===== config.mk =====
export PLATFORM = sky130hd
export DESIGN_NAME = pipe_field_scroller_flat
export DESIGN_NICKNAME = d
export VERILOG_FILES = /design/src/rtl/pipe_field_scroller_pkg.sv /design/src/rtl/pipe_field_scroller_if.sv /design/src/rtl/pipe_field_scroller_column_gen.sv /design/src/rtl/pipe_field_scroller.sv /design/src/flat_wrapper.sv
export SDC_FILE = /design/constraint.sdc
export NUM_CORES = 1
export LEC_CHECK = 0
export CORE_MARGIN = 1
export CORE_UTILIZATION = 49
export DETAILED_ROUTE_END_ITERATION = 16
export HOLD_SLACK_MARGIN = 0.15
export PLACE_DENSITY = 0.9
export SYNTH_ARGS = -nofsm -noshare
export SYNTH_HDL_FRONTEND = slang
export SYNTH_SLANG_ARGS = --single-unit

===== constraint.sdc =====
create_clock -name Clock -period 21.1 [get_ports Clock]
set_input_delay 3.165 -clock Clock [delete_from_list [all_inputs] [get_ports Clock]]
set_output_delay 3.165 -clock Clock [all_outputs]
set_load 0.05 [all_outputs]

===== src/rtl/pipe_field_scroller_pkg.sv =====
// Shared types and default geometry for the pipe playfield, LFSR gap source
// and LED-matrix driver.
package pipe_pkg;

  typedef enum logic [1:0] {
    IDLE   = 2'd0,
    RUN    = 2'd1,
    FROZEN = 2'd2
  } game_state_t;

  localparam int unsigned DEF_ROWS  = 16;
  localparam int unsigned DEF_COLS  = 16;
  localparam int unsigned DEF_GAP_H = 3;

endpackage


===== src/rtl/pipe_field_scroller_if.sv =====
// Game-control, gap-source and display signals of the pipe field scroller.
interface pipe_field_scroller_if
  import pipe_pkg::*;
#(
  parameter int unsigned ROWS      = DEF_ROWS,
  parameter int unsigned COLS      = DEF_COLS,
  parameter int unsigned SPACING_W = 5,
  parameter int unsigned SCORE_W   = 8
);
  localparam int unsigned RW = $clog2(ROWS);

  logic                       start;
  logic                       scroll_tick;
  logic [SPACING_W-1:0]       spacing;
  logic                       gap_valid;
  logic [RW-1:0]              gap_pos;
  logic                       gap_ack;
  logic [RW-1:0]              bird_row;
  logic [ROWS-1:0][COLS-1:0]  RedPixels;
  logic                       pipe_passed;
  logic [SCORE_W-1:0]         score;
  logic                       collision;
  logic [1:0]                 state;

  modport master (
    output start, scroll_tick, spacing, gap_valid, gap_pos, bird_row,
    input  gap_ack, RedPixels, pipe_passed, score, collision, state
  );

  modport slave (
    input  start, scroll_tick, spacing, gap_valid, gap_pos, bird_row,
    output gap_ack, RedPixels, pipe_passed, score, collision, state
  );
endinterface


===== src/rtl/pipe_field_scroller_column_gen.sv =====
// Builds one pipe column: all rows set except a GAP_H-row gap starting at
// gap_pos, clamped so the gap never runs off the bottom row.
module pipe_column_gen
  import pipe_pkg::*;
#(
  parameter int unsigned ROWS  = DEF_ROWS,
  parameter int unsigned GAP_H = DEF_GAP_H
) (
  input  logic [$clog2(ROWS)-1:0] gap_pos,
  output logic [ROWS-1:0]         column
);
  localparam int unsigned GMAX = ROWS - GAP_H;

  int unsigned g;

  always_comb begin
    g      = (32'(gap_pos) > GMAX) ? GMAX : 32'(gap_pos);
    column = '1;
    for (int unsigned r = 0; r < ROWS; r++) begin
      if (r >= g && r < g + GAP_H) column[r] = 1'b0;
    end
  end
endmodule


===== src/rtl/pipe_field_scroller.sv =====
// Scrolling obstacle bitmap with pipe launch, pass scoring, bird collision
// and IDLE/RUN/FROZEN game control.
module pipe_field_scroller
  import pipe_pkg::*;
#(
  parameter int unsigned ROWS      = DEF_ROWS,
  parameter int unsigned COLS      = DEF_COLS,
  parameter int unsigned GAP_H     = DEF_GAP_H,
  parameter int unsigned BIRD_COL  = 12,
  parameter int unsigned SPACING_W = 5,
  parameter int unsigned SCORE_W   = 8
) (
  input  logic                  Clock,
  input  logic                  Reset,
  pipe_field_scroller_if.slave  bus
);
  game_state_t               state_q, state_n;
  logic [ROWS-1:0][COLS-1:0] pix_q;
  logic [COLS-1:0]           tag_q;
  logic [SPACING_W-1:0]      cnt_q;
  logic [SCORE_W-1:0]        score_q;
  logic                      ack_q, passed_q, coll_q;
  logic [ROWS-1:0]           new_col;
  logic                      hit, advance, launch;
  logic [SPACING_W:0]        eff_m1;

  pipe_column_gen #(.ROWS(ROWS), .GAP_H(GAP_H)) u_col (
    .gap_pos (bus.gap_pos),
    .column  (new_col)
  );

  always_comb begin
    hit = 1'b0;
    if (state_q == RUN && 32'(bus.bird_row) < ROWS) hit = pix_q[bus.bird_row][BIRD_COL];
  end

  // start outranks collision, which outranks the scroll tick
  always_comb begin
    state_n = state_q;
    if (bus.start)  state_n = RUN;
    else if (hit)   state_n = FROZEN;
  end

  always_comb begin
    advance = (state_q == RUN) && bus.scroll_tick && !bus.start && !hit;
    launch  = advance && (cnt_q == '0) && bus.gap_valid;
    eff_m1  = (bus.spacing < SPACING_W'(2)) ? (SPACING_W+1)'(1)
                                            : ({1'b0, bus.spacing} - 1'b1);
  end

  always_ff @(posedge Clock or posedge Reset) begin
    if (Reset) state_q <= IDLE;
    else       state_q <= state_n;
  end

  always_ff @(posedge Clock or posedge Reset) begin
    if (Reset) begin
      pix_q    <= '0;
      tag_q    <= '0;
      cnt_q    <= '0;
      score_q  <= '0;
      ack_q    <= 1'b0;
      passed_q <= 1'b0;
      coll_q   <= 1'b0;
    end else begin
      ack_q    <= 1'b0;
      passed_q <= 1'b0;
      if (bus.start) begin
        pix_q   <= '0;
        tag_q   <= '0;
        cnt_q   <= '0;
        score_q <= '0;
        coll_q  <= 1'b0;
      end else if (hit) begin
        coll_q <= 1'b1;
      end else if (advance) begin
        for (int unsigned r = 0; r < ROWS; r++) begin
          pix_q[r] <= {pix_q[r][COLS-2:0], launch & new_col[r]};
        end
        tag_q <= {tag_q[COLS-2:0], launch};
        ack_q <= launch;
        cnt_q <= ({1'b0, cnt_q} >= eff_m1) ? '0 : cnt_q + 1'b1;
        if (tag_q[BIRD_COL]) begin
          passed_q <= 1'b1;
          if (score_q != '1) score_q <= score_q + 1'b1;
        end
      end
    end
  end

  assign bus.RedPixels   = pix_q;
  assign bus.gap_ack     = ack_q;
  assign bus.pipe_passed = passed_q;
  assign bus.score       = score_q;
  assign bus.collision   = coll_q;
  assign bus.state       = state_q;

endmodule

===== src/flat_wrapper.sv =====
// flat-port wrapper written by rule: the top's interface ports become plain ports
module pipe_field_scroller_flat import pipe_pkg::*;
#(
  parameter int unsigned ROWS      = DEF_ROWS,
  parameter int unsigned COLS      = DEF_COLS,
  parameter int unsigned GAP_H     = DEF_GAP_H,
  parameter int unsigned BIRD_COL  = 12,
  parameter int unsigned SPACING_W = 5,
  parameter int unsigned SCORE_W   = 8
)
  (Clock, Reset, bus_start, bus_scroll_tick, bus_spacing, bus_gap_valid, bus_gap_pos, bus_bird_row, bus_gap_ack, bus_RedPixels, bus_pipe_passed, bus_score, bus_collision, bus_state);
  pipe_field_scroller_if #(.ROWS(ROWS), .COLS(COLS), .SPACING_W(SPACING_W), .SCORE_W(SCORE_W)) bus_i ();
  input  logic Clock;
  input  logic Reset;
  input wire logic [$bits(bus_i.start)-1:0] bus_start;
  input wire logic [$bits(bus_i.scroll_tick)-1:0] bus_scroll_tick;
  input wire logic [$bits(bus_i.spacing)-1:0] bus_spacing;
  input wire logic [$bits(bus_i.gap_valid)-1:0] bus_gap_valid;
  input wire logic [$bits(bus_i.gap_pos)-1:0] bus_gap_pos;
  input wire logic [$bits(bus_i.bird_row)-1:0] bus_bird_row;
  output wire logic [$bits(bus_i.gap_ack)-1:0] bus_gap_ack;
  output wire logic [$bits(bus_i.RedPixels)-1:0] bus_RedPixels;
  output wire logic [$bits(bus_i.pipe_passed)-1:0] bus_pipe_passed;
  output wire logic [$bits(bus_i.score)-1:0] bus_score;
  output wire logic [$bits(bus_i.collision)-1:0] bus_collision;
  output wire logic [$bits(bus_i.state)-1:0] bus_state;
  assign bus_i.start = bus_start;
  assign bus_i.scroll_tick = bus_scroll_tick;
  assign bus_i.spacing = bus_spacing;
  assign bus_i.gap_valid = bus_gap_valid;
  assign bus_i.gap_pos = bus_gap_pos;
  assign bus_i.bird_row = bus_bird_row;
  assign bus_gap_ack = bus_i.gap_ack;
  assign bus_RedPixels = bus_i.RedPixels;
  assign bus_pipe_passed = bus_i.pipe_passed;
  assign bus_score = bus_i.score;
  assign bus_collision = bus_i.collision;
  assign bus_state = bus_i.state;
  pipe_field_scroller #(.ROWS(ROWS), .COLS(COLS), .GAP_H(GAP_H), .BIRD_COL(BIRD_COL), .SPACING_W(SPACING_W), .SCORE_W(SCORE_W)) u_core (.Clock(Clock), .Reset(Reset), .bus(bus_i));
endmodule

==> insert_results.sql, run 1 <==
INSERT INTO impl_metrics (metric_group, metric, value, unit) VALUES
('sta', 'final-hold-violation-count', '0', ''),
('clock_tree', 'clk_latency', '0.54', 'ns'),
('sta', 'slew-limit-headroom', '20.92', '%'),
('sta', 'timing.clock.skew', '0.02813', 'ns'),
('critical_path', 'cell_by_cell_listing_of_the_critical_path', 'clkdlybuf4s50_1 -> mux4_2 -> o21ai_2 -> and3b_4 -> buf_4 -> a32o_1', ''),
('yosys', 'synth.avg_cell_area', '13.80', 'µm²'),
('flow_run', 'cap_viol_max_count', '0', ''),
('cells_and_area', 'nNetsFinal', '1078', ''),
('power_and_ir_drop', 'finalPower', '1.191', 'mW'),
('drt', 'drtIter0Drc', '407', ''),
('clock_tree', 'cts_setup_buffers', '0', ''),
('clock_tree', 'number_of_gates_given_a_new_drive_strength_after_cts', '0', ''),
('critical_path', 'timing.critical_path.slowest_cell_delay', '0.96', 'ns'),
('critical_path', 'critical-path-top-delay-family', 'buffers and inverters', ''),
('critical_path', 'crit_path_start_kind', 'primary input', ''),
('yosys', 'synth_most_common_cell', 'sky130_fd_sc_hd__dfrtp_1', ''),
('sta', 'fmax', '151.5', 'MHz'),
('cells_and_area', 'area.growth.synth_to_final', '36.10', '%'),
('yosys', 'ys_top_cells_by_count', '286 x sky130_fd_sc_hd__dfrtp_1, 253 x sky130_fd_sc_hd__a22o_1, 33 x sky130_fd_sc_hd__buf_2', ''),
('power_and_ir_drop', 'static-leakage-power', '6.763', 'nW'),
('critical_path', 'worstPathBufferInverterCount', '2', ''),
('sta', 'timing.final.crit_period', '6.601', 'ns'),
('die', 'die_w', '151.5', 'µm'),
('sta', 'unrepaired_setup_endpoints_after_global_routing', 'no', ''),
('drt', 'detailroute.via_count', '8023', ''),
('yosys', 'synth_area_leaders', 'sky130_fd_sc_hd__dfrtp_1 65%, sky130_fd_sc_hd__a22o_1 20%, sky130_fd_sc_hd__buf_2 1.5%, sky130_fd_sc_hd__ha_1 1.3%, sky130_fd_sc_hd__o21ai_2 0.88%', ''),
('clock_tree', 'cts-hold-fix-buffers', '0', ''),
('clock_tree', 'cts_num_sinks', '286', ''),
('die', 'coreArea', '21890', 'µm²'),
('yosys', 'synth.distinct_cells', '53', ''),
('cells_and_area', 'antenna_cell_count', '0', ''),
('clock_tree', 'cts_max_path_buffers', '3', ''),
('drt', 'detail_route.wirelength', '28480', 'µm'),
('critical_path', 'crit_path_max_fanout', '111', ''),
('place', 'portBuffers', '286', ''),
('power_and_ir_drop', 'power.density', '79.95', 'nW/µm²'),
('clock_tree', 'clk_pin_slew', '0.06', 'ns'),
('cells_and_area', 'layout.filler_cells', '1526', ''),
('die', 'boundaryPins', '287', ''),
('global_route', 'wire_length_of_the_first_global_routing_pass', '43470', 'µm'),
('critical_path', 'critical_path.endpoint_type', 'register', ''),
('yosys', 'synth.yosys.seq_area_share', '65.39', '%'),
('die', 'die_height', '151.5', 'µm'),
('drt', 'drc_errors', '0', ''),
('drt', 'routedWlPerCell', '21.11', 'µm'),
('place', 'hpwlAfterDp', '18430', 'µm'),
('cells_and_area', 'final_layout_size_suffix_gt1_share', '6.735', '%'),
('critical_path', 'wp_data_required', '21.55', 'ns'),
('run_status', 'run_status', 'finished, final reports clean', ''),
('yosys', 'synth_top_area_cell', 'sky130_fd_sc_hd__dfrtp_1', ''),
('drt', 'via_per_inst', '5.947', ''),
('yosys', 'asyncSetResetFlopFracSynth', '100.0', '%'),
('clock_tree', 'clock-root-buffer', 'sky130_fd_sc_hd__clkbuf_16', ''),
('sta', 'timing.final.crit_share', '31.29', '%'),
('yosys', 'synth.net_count', '822', ''),
('place', 'finalWeightedCongestion', '0.8024', ''),
('drt', 'dr.pass1.iters', '4', ''),
('hold_path', 'class_of_the_most_critical_hold_timing_path', 'reg -> reg', ''),
('die', 'fp-row-count', '54', ''),
('global_route', 'grt_start_max_net_pins', '136', ''),
('drt', 'ant_nets', '0', ''),
('critical_path', 'critical_path_arrival', '7.05', 'ns'),
('critical_path', 'cp_slowest_cell', 'sky130_fd_sc_hd__buf_4', ''),
('critical_path', 'setup.worst_path.class', 'in -> reg', ''),
('yosys', 'synth-warning-count', '0', ''),
('yosys', 'synth.ff_latch_count', '286', ''),
('die', 'floorplan.initialDensity', '50.00', '%'),
('sta', 'maxSlewViolCount', '0', ''),
('clock_tree', 'cts_htree_levels', '1', ''),
('sta', 'final.setup.tns', '0', 'ns'),
('yosys', 'dominant_synthesized_flop_cell', 'sky130_fd_sc_hd__dfrtp_1', '');
logic make-up (layout without fill, tap and decap cells):
family | count (synthesis) | in the layout | synth area share (%)
adder cells (fa/ha/maj) | 11 | 11 | 1.257
AND/OR/NAND/NOR | 92 | 92 | 4.253
flip-flops | 286 | 286 | 65.39
multiplexers | 10 | 10 | 1.143
XOR/XNOR | 3 | 3 | 0.2401
buffers and inverters | 81 | 357 | 3.955
AO/OA/AOI/OAI | 310 | 310 | 23.77
worst paths after layout:
check	slack (ns)	cells after the start	to	startpoint
setup / recovery	14.50	6	u_core.cnt_q[1]	bus_bird_row[0]
hold / removal	0.50	1	u_core.tag_q[4]	u_core.tag_q[3]
setup reg to reg	17.39	5	u_core.cnt_q[1]	u_core.bus.RedPixels[108]
hold reg to reg	0.50	1	u_core.tag_q[4]	u_core.tag_q[3]
max in group asynchronous	16.27	3	u_core.cnt_q[3]	Reset
min in group asynchronous	3.22	2	u_core.bus.RedPixels[179]	Reset
power breakdown:
part / internal (mW) / switching [mW] / total, mW
registers: 0.552 / 0.00448 / 0.557
clock network: 0.349 / 0.208 / 0.556
logic: 0.0182 / 0.0595 / 0.0777
cell usage in the layout (no fill, tap or decap), types with 8 or more instances in the layout:
cell type                         instances
sky130_fd_sc_hd__a21oi_1                 12
sky130_fd_sc_hd__a22o_1                 253
sky130_fd_sc_hd__clkbuf_16               29
sky130_fd_sc_hd__clkdlybuf4s50_1        286
sky130_fd_sc_hd__dfrtp_1                286
sky130_fd_sc_hd__ha_1                    11
sky130_fd_sc_hd__inv_1                   12
sky130_fd_sc_hd__mux2i_1                  8
sky130_fd_sc_hd__nand2_1                 24
sky130_fd_sc_hd__nand3_1                  8
sky130_fd_sc_hd__nor2_1                  21
sky130_fd_sc_hd__o21ai_0                 16
sky130_fd_sc_hd__o21ai_2                 11
state kept, by name, summed over array words and instances (netlist names):
signal	cells
u_core.bus.gap_ack	1
u_core.cnt_q	5
u_core.bus.score	8
u_core.tag_q	13
u_core.bus.pipe_passed	1
u_core.bus.state	2
u_core.bus.RedPixels	256
layout make-up:
cell class	count	area, µm²	share of cell area (%)
Clock buffer	41	840.8	5.644
Clock inverter	10	203.9	1.369
Timing Repair Buffer	293	2915	19.57
Tap cell	280	350.3	2.352
Sequential cell	286	7157	48.04
Multi-Input combinational cell	426	3373	22.64
Inverter	13	56.30	0.3780
worst register-to-register path, stage by stage, from the launching register on:
cell,delay (ns)
sky130_fd_sc_hd__dfrtp_1,0.50
sky130_fd_sc_hd__mux4_2,0.53
sky130_fd_sc_hd__o21ai_2,0.30
sky130_fd_sc_hd__and3b_4,0.93
sky130_fd_sc_hd__buf_4,0.98
sky130_fd_sc_hd__a32o_1,0.37
stage by stage:
stage / setup WS [ns] / instance area, µm² / cells
CTS: 14.54 / 14900 / 1349
detailed placement: 14.00 / 13850 / 1298
finish: 14.50 / 14900 / 1349
floorplan: 10.04 / 10950 / 793
global placement: 14.08 / 13850 / 1298
global route: 14.29 / 14900 / 1349
per-layer routing:
layer / vias up / GRT usage, % / routed length (µm)
met4: 0 / 6.450 / 540
met1: 4127 / 33.25 / 12120
met3: 40 / 4.251 / 1883
met5: - / 0 / 0
met2: 320 / 39.82 / 13940
li1: 3536 / - / -
No activity file was read; power rests on OpenSTA's default activity.
==> run 2, diff against run 1 <==
CORE_UTILIZATION = 44   (was 49)
PLACE_DENSITY = 0.86   (was 0.9)
clock period = 5.31 ns   (was 21.1 ns; I/O delays follow)
==> run 2 against run 1 <==
  * Via count fell by 0.51%
  * Critical path depth did not move
  * Count of clock-buffer cells in the layout fell by 1
  * Clock power rose to 4.0 times the previous value
  * Critical path type unchanged
  * Sequential power rose to 4.0 times the previous value
  * Non-clock buffer count rose by 1
  * Total power rose to 4.0 times the previous value
  * Combinational power rose to 4.1 times the previous value
  * Setup slack got worse by 12 ns
  * Register-to-register slack got worse by 15 ns
==> insert_results.sql, run 2 (same netlist as run 1, synthesis figures left out) <==
INSERT INTO impl_metrics (metric_group, metric, value, unit) VALUES
('run_status', 'run_status', 'finished, final reports clean', ''),
('place', 'portBuffers', '286', ''),
('power_and_ir_drop', 'power.density', '317.5', 'nW/µm²'),
('clock_tree', 'cts_tree', 'done', ''),
('flow_run', 'cap_viol_max_count', '0', ''),
('clock_tree', 'cts_htree_levels', '1', ''),
('clock_tree', 'cts-hold-fix-buffers', '0', ''),
('drt', 'detail_route.wirelength', '28320', 'µm'),
('die', 'fp-row-count', '57', ''),
('drt', 'drc_errors', '0', ''),
('sta', 'final-hold-violation-count', '0', ''),
('cells_and_area', 'mostFrequentLayoutCells', '286 x sky130_fd_sc_hd__clkdlybuf4s50_1, 286 x sky130_fd_sc_hd__dfrtp_1, 253 x sky130_fd_sc_hd__a22o_1', ''),
('sta', 'timing.clock.skew', '0.01304', 'ns'),
('critical_path', 'wp_data_required', '5.76', 'ns'),
('place', 'place_area', '13970', 'µm²'),
('critical_path', 'launch_point_of_the_worst_reg_to_reg_path', 'u_core.bus.RedPixels[108]', ''),
('clock_tree', 'cts_max_path_buffers', '3', ''),
('hold_path', 'worst_hold_path_startpoint', 'u_core.tag_q[0]', ''),
('global_route', 'grt_start_max_net_pins', '197', ''),
('power_and_ir_drop', 'maximum_vdd_drop', '0.0002228', 'V'),
('critical_path', 'crit_path_start_kind', 'primary input', ''),
('global_route', 'globalRouteOverflowTotal', '0', ''),
('die', 'floorplan.initialDensity', '44.88', '%'),
('cells_and_area', 'nNetsFinal', '1079', ''),
('critical_path', 'critical_path_arrival', '3.57', 'ns'),
('power_and_ir_drop', 'finalPower', '4.780', 'mW'),
('die', 'coreArea', '24390', 'µm²'),
('sta', 'final.setup.tns', '0', 'ns'),
('sta', 'maxSlewViolCount', '0', ''),
('cells_and_area', 'ff_latch_area', '7157', 'µm²'),
('clock_tree', 'cts_setup_buffers', '0', ''),
('clock_tree', 'clk_pin_slew', '0.06', 'ns'),
('sta', 'finalSetupViolations', '0', ''),
('die', 'boundaryPins', '287', ''),
('critical_path', 'setup.worst_path.class', 'in -> reg', ''),
('drt', 'dr.pass1.iters', '5', ''),
('sta', 'timing.final.crit_share', '58.82', '%'),
('clock_tree', 'number_of_gates_given_a_new_drive_strength_after_cts', '0', ''),
('global_route', 'number_of_antenna_violations_at_the_first_check_in_global_routing', '0', ''),
('cells_and_area', 'final_core_utilization', '61.72', '%'),
('drt', 'drtIter0Drc', '700', ''),
('clock_tree', 'clock-root-buffer', 'sky130_fd_sc_hd__clkbuf_16', ''),
('sta', 'slew-limit-headroom', '34.64', '%'),
('hold_path', 'class_of_the_most_critical_hold_timing_path', 'reg -> reg', ''),
('drt', 'detailroute.via_count', '7982', ''),
('sta', 'timing.final.crit_period', '3.123', 'ns'),
('cells_and_area', 'finalNonFillerCells', '1396', ''),
('cells_and_area', 'antenna_cell_count', '0', ''),
('place', 'pre_cts_ws', '1.598', 'ns'),
('clock_tree', 'clk_latency', '0.54', 'ns'),
('global_route', 'gr-usage-all-layers', '22.01', '%'),
('cells_and_area', 'area.growth.synth_to_final', '37.54', '%'),
('critical_path', 'critical_path.endpoint_type', 'register', ''),
('cells_and_area', 'multi_input_area', '3373', 'µm²'),
('cells_and_area', 'final_layout_size_suffix_gt1_share', '7.276', '%'),
('place', 'hpwlAfterDp', '18480', 'µm'),
('drt', 'ant_nets', '0', ''),
('critical_path', 'reg2reg_depth', '5', ''),
('sta', 'fmax', '320.2', 'MHz'),
('drt', 'via_per_inst', '5.718', ''),
('power_and_ir_drop', 'static-leakage-power', '6.796', 'nW'),
('critical_path', 'crit_path_max_fanout', '17', ''),
('die', 'die_w', '159.7', 'µm'),
('place', 'finalWeightedCongestion', '0.8185', ''),
('sta', 'worst_pin_slew', '0.9804', 'ns'),
('drt', 'routedWlPerCell', '20.28', 'µm'),
('cells_and_area', 'largest_register_ff_count', '256', ''),
('clock_tree', 'cts_buffers', '29', ''),
('critical_path', 'setup_crit_start', 'bus_bird_row[0]', ''),
('cells_and_area', 'layout.filler_cells', '1858', ''),
('sta', 'fin_ws', '2.187', 'ns'),
('sta', 'hold_slack', '0.4904', 'ns'),
('hold_path', 'hold_path_depth', '2', ''),
('die', 'die_height', '159.7', 'µm'),
('cells_and_area', 'final_cell_area', '15050', 'µm²'),
('die', 'dieArea', '25510', 'µm²'),
('clock_tree', 'cts_num_sinks', '286', ''),
('sta', 'unrepaired_setup_endpoints_after_global_routing', 'no', ''),
('global_route', 'number_of_global_route_vias_before_repair', '7766', ''),
('place', 'placedCellCount', '1343', ''),
('global_route', 'wire_length_of_the_first_global_routing_pass', '45030', 'µm');
[run 2: cell types whose count changed in the layout (fill, tap and decap cells not counted), sizes merged]
cell      before  now
clkbuf        41   40
clkinvlp       0    3
clkinv         3    4
buf            7    8
inv           14   13
[run 2: where the power goes]
part           switching, mW  internal (mW)
Sequential            0.0178           2.19
Clock                  0.833           1.41
Combinational          0.240         0.0794
Total                   1.09           3.69
[run 2: worst paths after layout]
path / to / slack [ns]
hold / removal: u_core.tag_q[0] / 0.49
hold reg to reg: u_core.tag_q[0] / 0.49
min in group asynchronous: u_core.bus.RedPixels[175] / 0.62
max in group asynchronous: u_core.bus.RedPixels[235] / 3.36
setup reg to reg: u_core.bus.RedPixels[208] / 2.73
setup / recovery: u_core.bus.RedPixels[208] / 2.19
[run 2: cell type report]
cell class | count | share of cell area, %
Tap cell | 324 | 2.693
Inverter | 13 | 0.3491
Sequential cell | 286 | 47.54
Multi-Input combinational cell | 426 | 22.41
Clock inverter | 13 | 1.488
Timing Repair Buffer | 294 | 19.83
Clock buffer | 40 | 5.693
[run 2: critical path, cell delays in order]
cell	delay, ns
sky130_fd_sc_hd__clkdlybuf4s50_1	0.71
sky130_fd_sc_hd__mux4_2	0.57
sky130_fd_sc_hd__o21ai_2	0.29
sky130_fd_sc_hd__nand2_2	0.13
sky130_fd_sc_hd__or3_1	0.73
sky130_fd_sc_hd__o31ai_2	0.33
[run 2: metal layers]
layer	GRT usage [%]	routed length [µm]	vias to the layer above
met5	0	0	-
met4	5.900	659	0
met3	4.857	2004	51
met2	34.54	13320	306
met1	30.98	12340	4079
li1	-	-	3546
==> run 3, diff against run 2 <==
CORE_UTILIZATION = 49   (was 44)
PLACE_DENSITY = 0.9   (was 0.86)
clock period = 3.08 ns   (was 5.31 ns; I/O delays follow)
==> run 3 against run 2 <==
  * Via count increased by 1.3%
  * Critical path depth is 1 higher
  * Clock skew rose by 0.0073 ns
  * First-iteration DRC count decreased by 25%
  * Flip-flop and latch count is the same
  * Worst hold slack got worse by 0.17 ns
  * Largest cell class unchanged
  * Clock power increased by 59%
  * Non-clock buffer count is 18 higher
  * Count of clock-buffer cells in the layout increased by 3
  * Highest routed layer unchanged
  * Cell count fell by 1.9%
  * Routed wire length about the same
  * Sequential power up 73%
==> insert_results.sql, run 3 (same netlist as run 1, synthesis figures left out) <==
INSERT INTO impl_metrics (metric_group, metric, value, unit) VALUES
('global_route', 'wire_length_of_the_first_global_routing_pass', '43840', 'µm'),
('cells_and_area', 'area.growth.synth_to_final', '38.56', '%'),
('clock_tree', 'cts-hold-fix-buffers', '0', ''),
('global_route', 'number_of_global_route_vias_before_repair', '7699', ''),
('clock_tree', 'cts_buffers', '29', ''),
('drt', 'via_per_inst', '5.901', ''),
('die', 'fp-row-count', '54', ''),
('critical_path', 'critical_path_arrival', '2.99', 'ns'),
('critical_path', 'crit_path_max_fanout', '8', ''),
('power_and_ir_drop', 'finalPower', '7.987', 'mW'),
('power_and_ir_drop', 'maximum_vdd_drop', '0.0004349', 'V'),
('critical_path', 'timing.critical_path.slowest_cell_delay', '0.64', 'ns'),
('die', 'dieArea', '22940', 'µm²'),
('sta', 'fmax', '391.9', 'MHz'),
('clock_tree', 'cts_tree', 'done', ''),
('drt', 'dr.pass1.iters', '5', ''),
('sta', 'final-hold-violation-count', '0', ''),
('die', 'die_height', '151.5', 'µm'),
('cells_and_area', 'layout.filler_cells', '1474', ''),
('place', 'portBuffers', '286', ''),
('clock_tree', 'clk_latency', '0.54', 'ns'),
('place', 'placedCellCount', '1317', ''),
('drt', 'detailroute.via_count', '8085', ''),
('sta', 'timing.final.crit_share', '82.86', '%'),
('critical_path', 'cell_by_cell_listing_of_the_critical_path', 'clkdlybuf4s50_1 -> mux4_2 -> o21ai_2 -> nand3_1 -> buf_4 -> or3_1 -> a21oi_1', ''),
('drt', 'ant_nets', '0', ''),
('sta', 'maxSlewViolCount', '0', ''),
('cells_and_area', 'nNetsFinal', '1097', ''),
('global_route', 'gr-usage-all-layers', '24.53', '%'),
('cells_and_area', 'largest_register_ff_count', '256', ''),
('clock_tree', 'number_of_gates_given_a_new_drive_strength_after_cts', '0', ''),
('cells_and_area', 'finalNonFillerCells', '1370', ''),
('critical_path', 'worstPathBufferInverterCount', '2', ''),
('cells_and_area', 'antenna_cell_count', '0', ''),
('critical_path', 'cp_slowest_cell', 'sky130_fd_sc_hd__clkdlybuf4s50_1', ''),
('power_and_ir_drop', 'internal_power_of_the_cells', '6.117', 'mW'),
('sta', 'unrepaired_setup_endpoints_after_global_routing', 'no', ''),
('clock_tree', 'cts_max_path_buffers', '3', ''),
('sta', 'final.setup.tns', '0', 'ns'),
('power_and_ir_drop', 'share_comb_of_total_power', '7.5', '%'),
('power_and_ir_drop', 'net_sw_share', '23.41', '%'),
('power_and_ir_drop', 'netSwitchingPower', '1.870', 'mW'),
('hold_path', 'class_of_the_most_critical_hold_timing_path', 'in -> async', ''),
('flow_run', 'cap_viol_max_count', '0', ''),
('critical_path', 'wp_data_required', '3.51', 'ns'),
('cells_and_area', 'mostFrequentLayoutCells', '286 x sky130_fd_sc_hd__clkdlybuf4s50_1, 286 x sky130_fd_sc_hd__dfrtp_1, 253 x sky130_fd_sc_hd__a22o_1', ''),
('drt', 'drtIter0Drc', '523', ''),
('clock_tree', 'cts_setup_buffers', '0', ''),
('sta', 'timing.final.crit_period', '2.552', 'ns'),
('critical_path', 'timing.reg2reg.setup_slack', '0.69', 'ns'),
('power_and_ir_drop', 'static-leakage-power', '6.865', 'nW'),
('power_and_ir_drop', 'sequentialPowerShare', '47.8', '%'),
('critical_path', 'crit_path_start_kind', 'primary input', ''),
('cells_and_area', 'final_layout_size_suffix_gt1_share', '8.349', '%'),
('drt', 'detail_route.wirelength', '28300', 'µm'),
('global_route', 'globalRouteOverflowTotal', '0', ''),
('critical_path', 'critical_path.endpoint_type', 'register', ''),
('critical_path', 'setup.worst_path.class', 'in -> reg', ''),
('cells_and_area', 'multi_input_area', '3373', 'µm²'),
('sta', 'worst_pin_slew', '0.6107', 'ns'),
('global_route', 'number_of_antenna_violations_at_the_first_check_in_global_routing', '0', ''),
('global_route', 'grt_start_max_net_pins', '92', ''),
('place', 'hpwlAfterDp', '19410', 'µm'),
('drt', 'routedWlPerCell', '20.66', 'µm'),
('power_and_ir_drop', 'power.density', '526.6', 'nW/µm²'),
('die', 'die_w', '151.5', 'µm'),
('clock_tree', 'clk_pin_slew', '0.06', 'ns'),
('critical_path', 'critical-path-top-delay-family', 'buffers and inverters', ''),
('power_and_ir_drop', 'clock_power_share', '44.8', '%'),
('clock_tree', 'clock-root-buffer', 'sky130_fd_sc_hd__clkbuf_16', ''),
('die', 'coreArea', '21890', 'µm²'),
('sta', 'finalSetupViolations', '0', ''),
('cells_and_area', 'ff_latch_area', '7157', 'µm²'),
('run_status', 'run_status', 'finished, final reports clean', ''),
('clock_tree', 'cts_num_sinks', '286', ''),
('sta', 'timing.clock.skew', '0.02039', 'ns'),
('die', 'floorplan.initialDensity', '50.00', '%'),
('sta', 'slew-limit-headroom', '59.16', '%'),
('clock_tree', 'cts_htree_levels', '1', ''),
('drt', 'drc_errors', '0', ''),
('die', 'boundaryPins', '287', ''),
('place', 'finalWeightedCongestion', '0.8134', '');
==> run 3: worst paths after layout <==
| check | startpoint | endpoint | depth (start not counted) |
|---|---|---|---|
| max in group asynchronous | Reset | u_core.bus.RedPixels[165] | 4 |
| worst max register to register | u_core.bus.RedPixels[124] | u_core.bus.score[3] | 6 |
| min in group Clock | u_core.tag_q[0] | u_core.tag_q[0] | 2 |
| worst max-delay path | bus_bird_row[0] | u_core.bus.score[3] | 7 |
| worst min-delay path | Reset | u_core.bus.RedPixels[197] | 2 |
| worst min register to register | u_core.tag_q[0] | u_core.tag_q[0] | 2 |
==> run 3: stage by stage <==
stage / hold slack (ns) / util [%] / setup WS [ns] / area (µm²)
2_1_floorplan: 0.4451 / - / -1.173 / 10950
3_3_place_gp: 0.4587 / 64.77 / 0.08248 / 14180
3_5_place_dp: 0.4707 / 64.77 / -0.02486 / 14180
4_1_cts: 0.3268 / 69.28 / 0.5283 / 15170
5_1_grt: 0.3588 / 69.28 / 0.3757 / 15170
6_report: 0.3239 / 69.28 / 0.5280 / 15170
==> run 3: power groups by stage <==
stage / registers [mW] / logic [mW] / clock network (mW)
floorplan: 3.96 / 0.328 / 0
global placement: 3.88 / 0.589 / 0
detailed placement: 3.88 / 0.600 / 0
CTS: 3.82 / 0.602 / 3.64
global route: 3.82 / 0.650 / 3.80
finish: 3.82 / 0.597 / 3.57
==> run 3: area by class of cell <==
| cell class | instances | area share [%] |
|---|---|---|
| inverter | 13 | 0.3465 |
| multi-input combinational | 426 | 22.24 |
| sequential | 286 | 47.19 |
| clock buffer | 43 | 5.594 |
| timing repair buffer | 312 | 21.40 |
| clock inverter | 10 | 0.9158 |
| tap | 280 | 2.310 |
==> run 3: metal layers <==
layer / wire [µm] / GRT usage, % / share of wire, % / up-vias
met2: 13570 / 38.97 / 48 / 310
met4: 818 / 8.500 / 2.9 / 0
met5: 0 / 0 / 0 / -
li1: - / - / - / 3574
met3: 1968 / 4.132 / 7.0 / 53
met1: 11950 / 34.24 / 42 / 4148
==> RTL edit 1: new RTL, settings of run 3 <==
Set the package constant `DEF_ROWS` to 32 (it was 16).
--- a/src/rtl/pipe_field_scroller_pkg.sv
+++ b/src/rtl/pipe_field_scroller_pkg.sv
@@ -10,3 +10,3 @@
 
-  localparam int unsigned DEF_ROWS  = 16;
+  localparam int unsigned DEF_ROWS  = 32;
   localparam int unsigned DEF_COLS  = 16;
Interface: changed (resized bus_RedPixels, bus_bird_row and bus_gap_pos); port bits go from 287 to 545. The function was not compared with the original's and may differ.
==> RTL edit 1 against run 3 <==
Non-clock buffer count is 318 higher. Critical path depth is 6 higher. Count of clock-buffer cells in the layout is 41 higher. Final cell count grew to 2.7 times the old value. Design area is 100% higher. Register-to-register slack worse by 0.31 ns. Worst setup slack worse by 0.19 ns. Combinational power grew to 2.9 times the old value. Power is 100% higher. Global-route usage is 7.0 points higher. Routed wire length grew to 2.7 times the old value. Synthesized area is 110% higher. Sequential cell count is 256 higher. Critical endpoint is now u_core.cnt_q[4]. Largest power group unchanged. Highest routed layer is now met5.
==> RTL edit 1: results (changes against run 3) <==
Outcome
  – Status: finished, final reports clean (unchanged)

Placement
  – PortBufs: 544 (was 286)
  – Placer Congestion: 0.9205 (was 0.8134)
  – DP Cell Count: 3585 (was 1317)
  – DP HPWL: 50.68 mm (was 19.41 mm)
  – Setup Slack @ Placement: -0.1408 ns (was -0.02486 ns)

Detailed routing
  – M1 WL: 28.22 mm (was 11.95 mm)
  – Top Metal Used: met5 (was met4)
  – Final wirelength: 75.62 mm (was 28.30 mm)

Synth
  – Synth top area cells: dfrtp_1, nand2_1, a21oi_1 (was dfrtp_1, a22o_1, buf_2)
  – Syn_nets: 2589 (was 822)

Finish
  – Post-Layout Cell Count: 3695 (was 1370)
  – Layout cells sized above 1: 6.056% (was 8.349%)
  – Max reg flops: 512 (was 256)
  – Nets: 3077 (was 1097)

Timing
  – Max-slew headroom: 19.79% (was 59.16%)
  – Clock Skews: 0.01602 ns (was 0.02039 ns)

Critical path
  – FF-to-FF path depth: 9 (was 6)
  – Reg2reg end: u_core.bus.RedPixels[245] (was u_core.bus.score[3])
  – Critical path arrival: 3.22 ns (was 2.99 ns)
  – CP Max Fanout: 6 (was 8)
  – Slowest cell on the critical path: o31ai_1 (was clkdlybuf4s50_1)
  – Max stage delay on crit path: 0.55 ns (was 0.64 ns)

Global routing
  – Gr usage total: 31.53% (was 24.53%)
  – Antenna violations before repair: 10 (was 0)
  – GR Layer Usage met3: 8.106% (was 4.132%)
  – Largest net degree at the start of global routing: 221 (was 92)

Power and ir drop
  – Leak pwr: 12.48 nW (was 6.865 nW)

Clock tree
  – TritonCTS Buffers: 56 (was 29)
==> RTL edit 1: cell types whose count changed in the layout (fill, tap and decap cells not counted), sizes merged, moves of 9 or more <==
cell                  run 3  this run
a21oi                    12       532
a22o                    253         1
buf                      26        87
clkbuf                   43        84
clkdlybuf4s50           286       542
dfrtp                   286       542
mux2i                     8        17
nand2                    25      1019
nand3                     8        38
o21ai                    28        45
==> RTL edit 1: worst max path at each step <==
stage | startpoint | to | cells past startpoint
2_1_floorplan | Reset | u_core.bus.RedPixels[0] | 1
3_3_place_gp | bus_gap_pos[2] | u_core.bus.RedPixels[384] | 10
3_5_place_dp | bus_spacing[0] | u_core.cnt_q[4] | 13
4_1_cts | u_core.bus.RedPixels[44] | u_core.bus.RedPixels[245] | 9
5_1_grt | bus_spacing[1] | u_core.cnt_q[4] | 13
6_report | bus_spacing[0] | u_core.cnt_q[4] | 13
==> RTL edit 1: cell families after synthesis <==
group                      Yosys count  share of synthesized area, %
AOI/OAI and AO/OA                  641                         14.98
adders and majority gates           13                        0.7172
and+or+nand+nor                   1124                         19.40
buffers and inverters              217                         4.259
DFF                                542                         59.80
xor gates and xnor gates             1                       0.03863
muxes                               18                        0.7999
==> RTL edit 1: where the power goes <==
group          internal [W]  total (W)  switching (W)
clock               0.00418    0.00702        0.00285
sequential          0.00718    0.00726      0.0000781
combinational      0.000432    0.00174        0.00131
==> RTL edit 1: cell type report <==
cell class / instances / area, µm²
fillers: 3310 / 14590
flip-flops and latches: 542 / 13560
multi-input cells: 1797 / 8153
repair buffers: 630 / 6419
clock buffers: 84 / 1679
well taps: 600 / 750.7
clock inverters: 18 / 240.2
inverters: 17 / 67.56
diodes: 7 / 17.52
==> RTL edit 2: new RTL, flow settings as in run 3 <==
Made on the original files. Reset style: synchronous (`Reset`), changed in 2 clocked blocks.
--- a/src/rtl/pipe_field_scroller.sv
+++ b/src/rtl/pipe_field_scroller.sv
@@ -50,3 +50,3 @@
 
-  always_ff @(posedge Clock or posedge Reset) begin
+  always_ff @(posedge Clock) begin
     if (Reset) state_q <= IDLE;
@@ -55,3 +55,3 @@
 
-  always_ff @(posedge Clock or posedge Reset) begin
+  always_ff @(posedge Clock) begin
     if (Reset) begin
Behaviour: differs if Reset is asserted again (counterexample within 4 cycles, from zero or initial values and one cycle with Reset high); with Reset held inactive, the same outputs for 4 cycles.
==> RTL edit 2 against run 3 <==
Non-clock buffer count rose by 9. Routed wire length up 26%. Via count grew 42%. Fmax shrank 2.8%. Clock skew is 0.0025 ns lower. Synthesized area grew 5.0%. Design area is 2.9% higher. Sequential cell count is the same. Worst setup slack got worse by 0.075 ns. Global-route usage increased by 4.0 points. Critical path type unchanged.
Power is not compared: it rests on default switching activity, and its combinational part moved more than twofold at a synthesized area within 25%.
==> RTL edit 2: results (changes against run 3) <==
Power and ir drop
  – Peak supply drop: 425.8 µV
  – Sw Pwr: ~0.0016 W

Placement
  – Placer Congestion: 0.8634 (was 0.8134)
  – DP Area: 0.01468 mm² (was 0.01418 mm²)
  – Setup Slack @ Placement: -0.05803 ns (was -0.02486 ns)
  – DP HPWL: 23.17 mm (was 19.41 mm)

Synth
  – Avg Inst Size Synth: 8.173 µm² (was 13.80 µm²)
  – Commonest cells in the netlist: a21oi_1, dfxtp_1, nand3_1, o21ai_0, clkbuf_1 (was dfrtp_1, a22o_1, buf_2, nand2_1, nor2_1)
  – Distinct cells, synth: 41 (was 53)
  – Synth top area cells: dfxtp_1, a21oi_1, nand3_1 (was dfrtp_1, a22o_1, buf_2)
  – Syn_nets: 1435 (was 822)
  – Sequential fraction of the synthesis area: 49.83% (was 65.39%)
  – Async SR Flop Fraction: 0% (was 100.0%)

Global routing
  – Largest net degree at the start of global routing: 114 (was 92)
  – Antenna violations before repair: 2 (was 0)
  – First-pass GRT wire length: 56.37 mm (was 43.84 mm)
  – Gr usage total: 28.51% (was 24.53%)

Clock tree
  – Clk buf depth: 3 (unchanged)
  – H-tree depth: 1 (unchanged)
  – Post-CTS resize count: 0 (unchanged)

Critical path
  – Reg2Reg Setup Slack: 0.64 ns (was 0.69 ns)
  – Critical path arrival: 3.05 ns (was 2.99 ns)
  – FF-to-FF path depth: 6 (unchanged)
  – Reg2reg end: u_core.bus.RedPixels[118] (was u_core.bus.score[3])
  – CP delay by family, top: compound AO/OA/AOI/OAI gates (was buffers and inverters)
  – R2r startpoint: u_core.bus.RedPixels[108] (was u_core.bus.RedPixels[124])
  – CP Max Fanout: 6 (was 8)
  – Slowest cell on the critical path: o31ai_1 (was clkdlybuf4s50_1)

Timing
  – Worst Tran Pin Value: 0.7089 ns (was 0.6107 ns)
  – Clock Skews: 0.01792 ns (was 0.02039 ns)
  – Final min period: 2.627 ns (was 2.552 ns)

Finish
  – Post-Layout Cell Count: 1934 (was 1370)
  – Layout cells sized above 1: 5.868% (was 8.349%)
  – Max reg flops: 256 (unchanged)
  – FF+latch area: 0.005725 mm² (was 0.007157 mm²)
  – Nets: 1627 (was 1097)
  – Filler Cells Inserted: 1771 (was 1474)

Detailed routing
  – Met3 wire len: 2.804 mm (was 1.968 mm)
  – Wire length on met2: 17.17 mm (was 13.57 mm)
  – Top Metal Used: met4 (unchanged)
  – M1 WL: 14.57 mm (was 11.95 mm)
  – Detailed Routing Iterations Pass 1: 6 (was 5)
  – Iter 0 DRT Violations: 1170 (was 523)
  – Drt wl/cell: 18.51 µm (was 20.66 µm)
  – Vias: 11500 (was 8085)

Outcome
  – Status: finished, final reports clean (unchanged)

Hold path
  – Worst Hold Class: reg -> reg (was in -> async)
  – Hold path depth: 2
  – Min-delay src: u_core.tag_q[6]
[RTL edit 2: cell count changes after synthesis, moves of 6 or more]
cell / change
buf_4: -6
dfrtp_1: -286
a22o_1: -253
clkbuf_1: +113
nand2_1: -10
nor2_1: -11
nand3_1: +265
o21ai_0: +255
o21ai_2: -11
dfxtp_1: +286
a21oi_1: +278
[RTL edit 2: worst max path at each step]
stage,depth (start not counted),end,slack [ns],from
after floorplan,8,u_core.bus.RedPixels[164],0.68,u_core.bus.RedPixels[108]
after global placement,9,u_core.cnt_q[4],0.07,bus_spacing[0]
after detailed placement,9,u_core.cnt_q[4],-0.06,bus_spacing[1]
after CTS,9,u_core.cnt_q[4],0.47,bus_spacing[1]
after global routing,9,u_core.cnt_q[4],0.29,bus_spacing[1]
final,9,u_core.cnt_q[4],0.45,bus_spacing[1]
[RTL edit 2: routing by layer]
metal,vias up,track usage (%)
li1,5452,-
met5,-,0
met4,0,10.84
met2,473,46.61
met1,5478,36.62
met3,94,6.518
[RTL edit 2: stage by stage]
stage	hold slack, ns	power, W	TNS [ns]
floorplan	0.4403	0.003965	0
global placement	0.4463	0.004065	0
detailed placement	0.4546	0.004069	-0.05803
CTS	0.4637	0.007429	0
global route	0.4846	0.007615	0
finish	0.4610	0.007392	0
[RTL edit 2: power by group through the flow]
stage | sequential [W] | combinational, W | clock, W
detailed placement | 0.00379 | 0.000281 | 0
global route | 0.00370 | 0.000308 | 0.00360
floorplan | 0.00380 | 0.000167 | 0
global placement | 0.00379 | 0.000277 | 0
finish | 0.00371 | 0.000286 | 0.00340
CTS | 0.00371 | 0.000282 | 0.00344
[RTL edit 2: logic make-up after synthesis]
group / after synthesis / synth area share [%]
muxes: 18 / 2.156
DFF: 286 / 49.83
AOI/OAI and AO/OA: 579 / 25.63
buffers and inverters: 171 / 5.989
and+or+nand+nor: 340 / 15.11
adders and majority gates: 12 / 1.285
[RTL edit 2: final cells by class]
type	instances	area share [%]
diodes	2	0.03206
clock buffers	40	5.299
clock inverters	12	0.6333
inverters	11	0.2645
multi-input cells	949	32.79
flip-flops and latches	286	36.68
well taps	313	2.509
repair buffers	321	21.79
[RTL edit 2: worst min-delay path, stage by stage (launching register included)]
cell     delay [ns]
dfxtp_1        0.31
nand3_1        0.06
a21oi_1        0.05
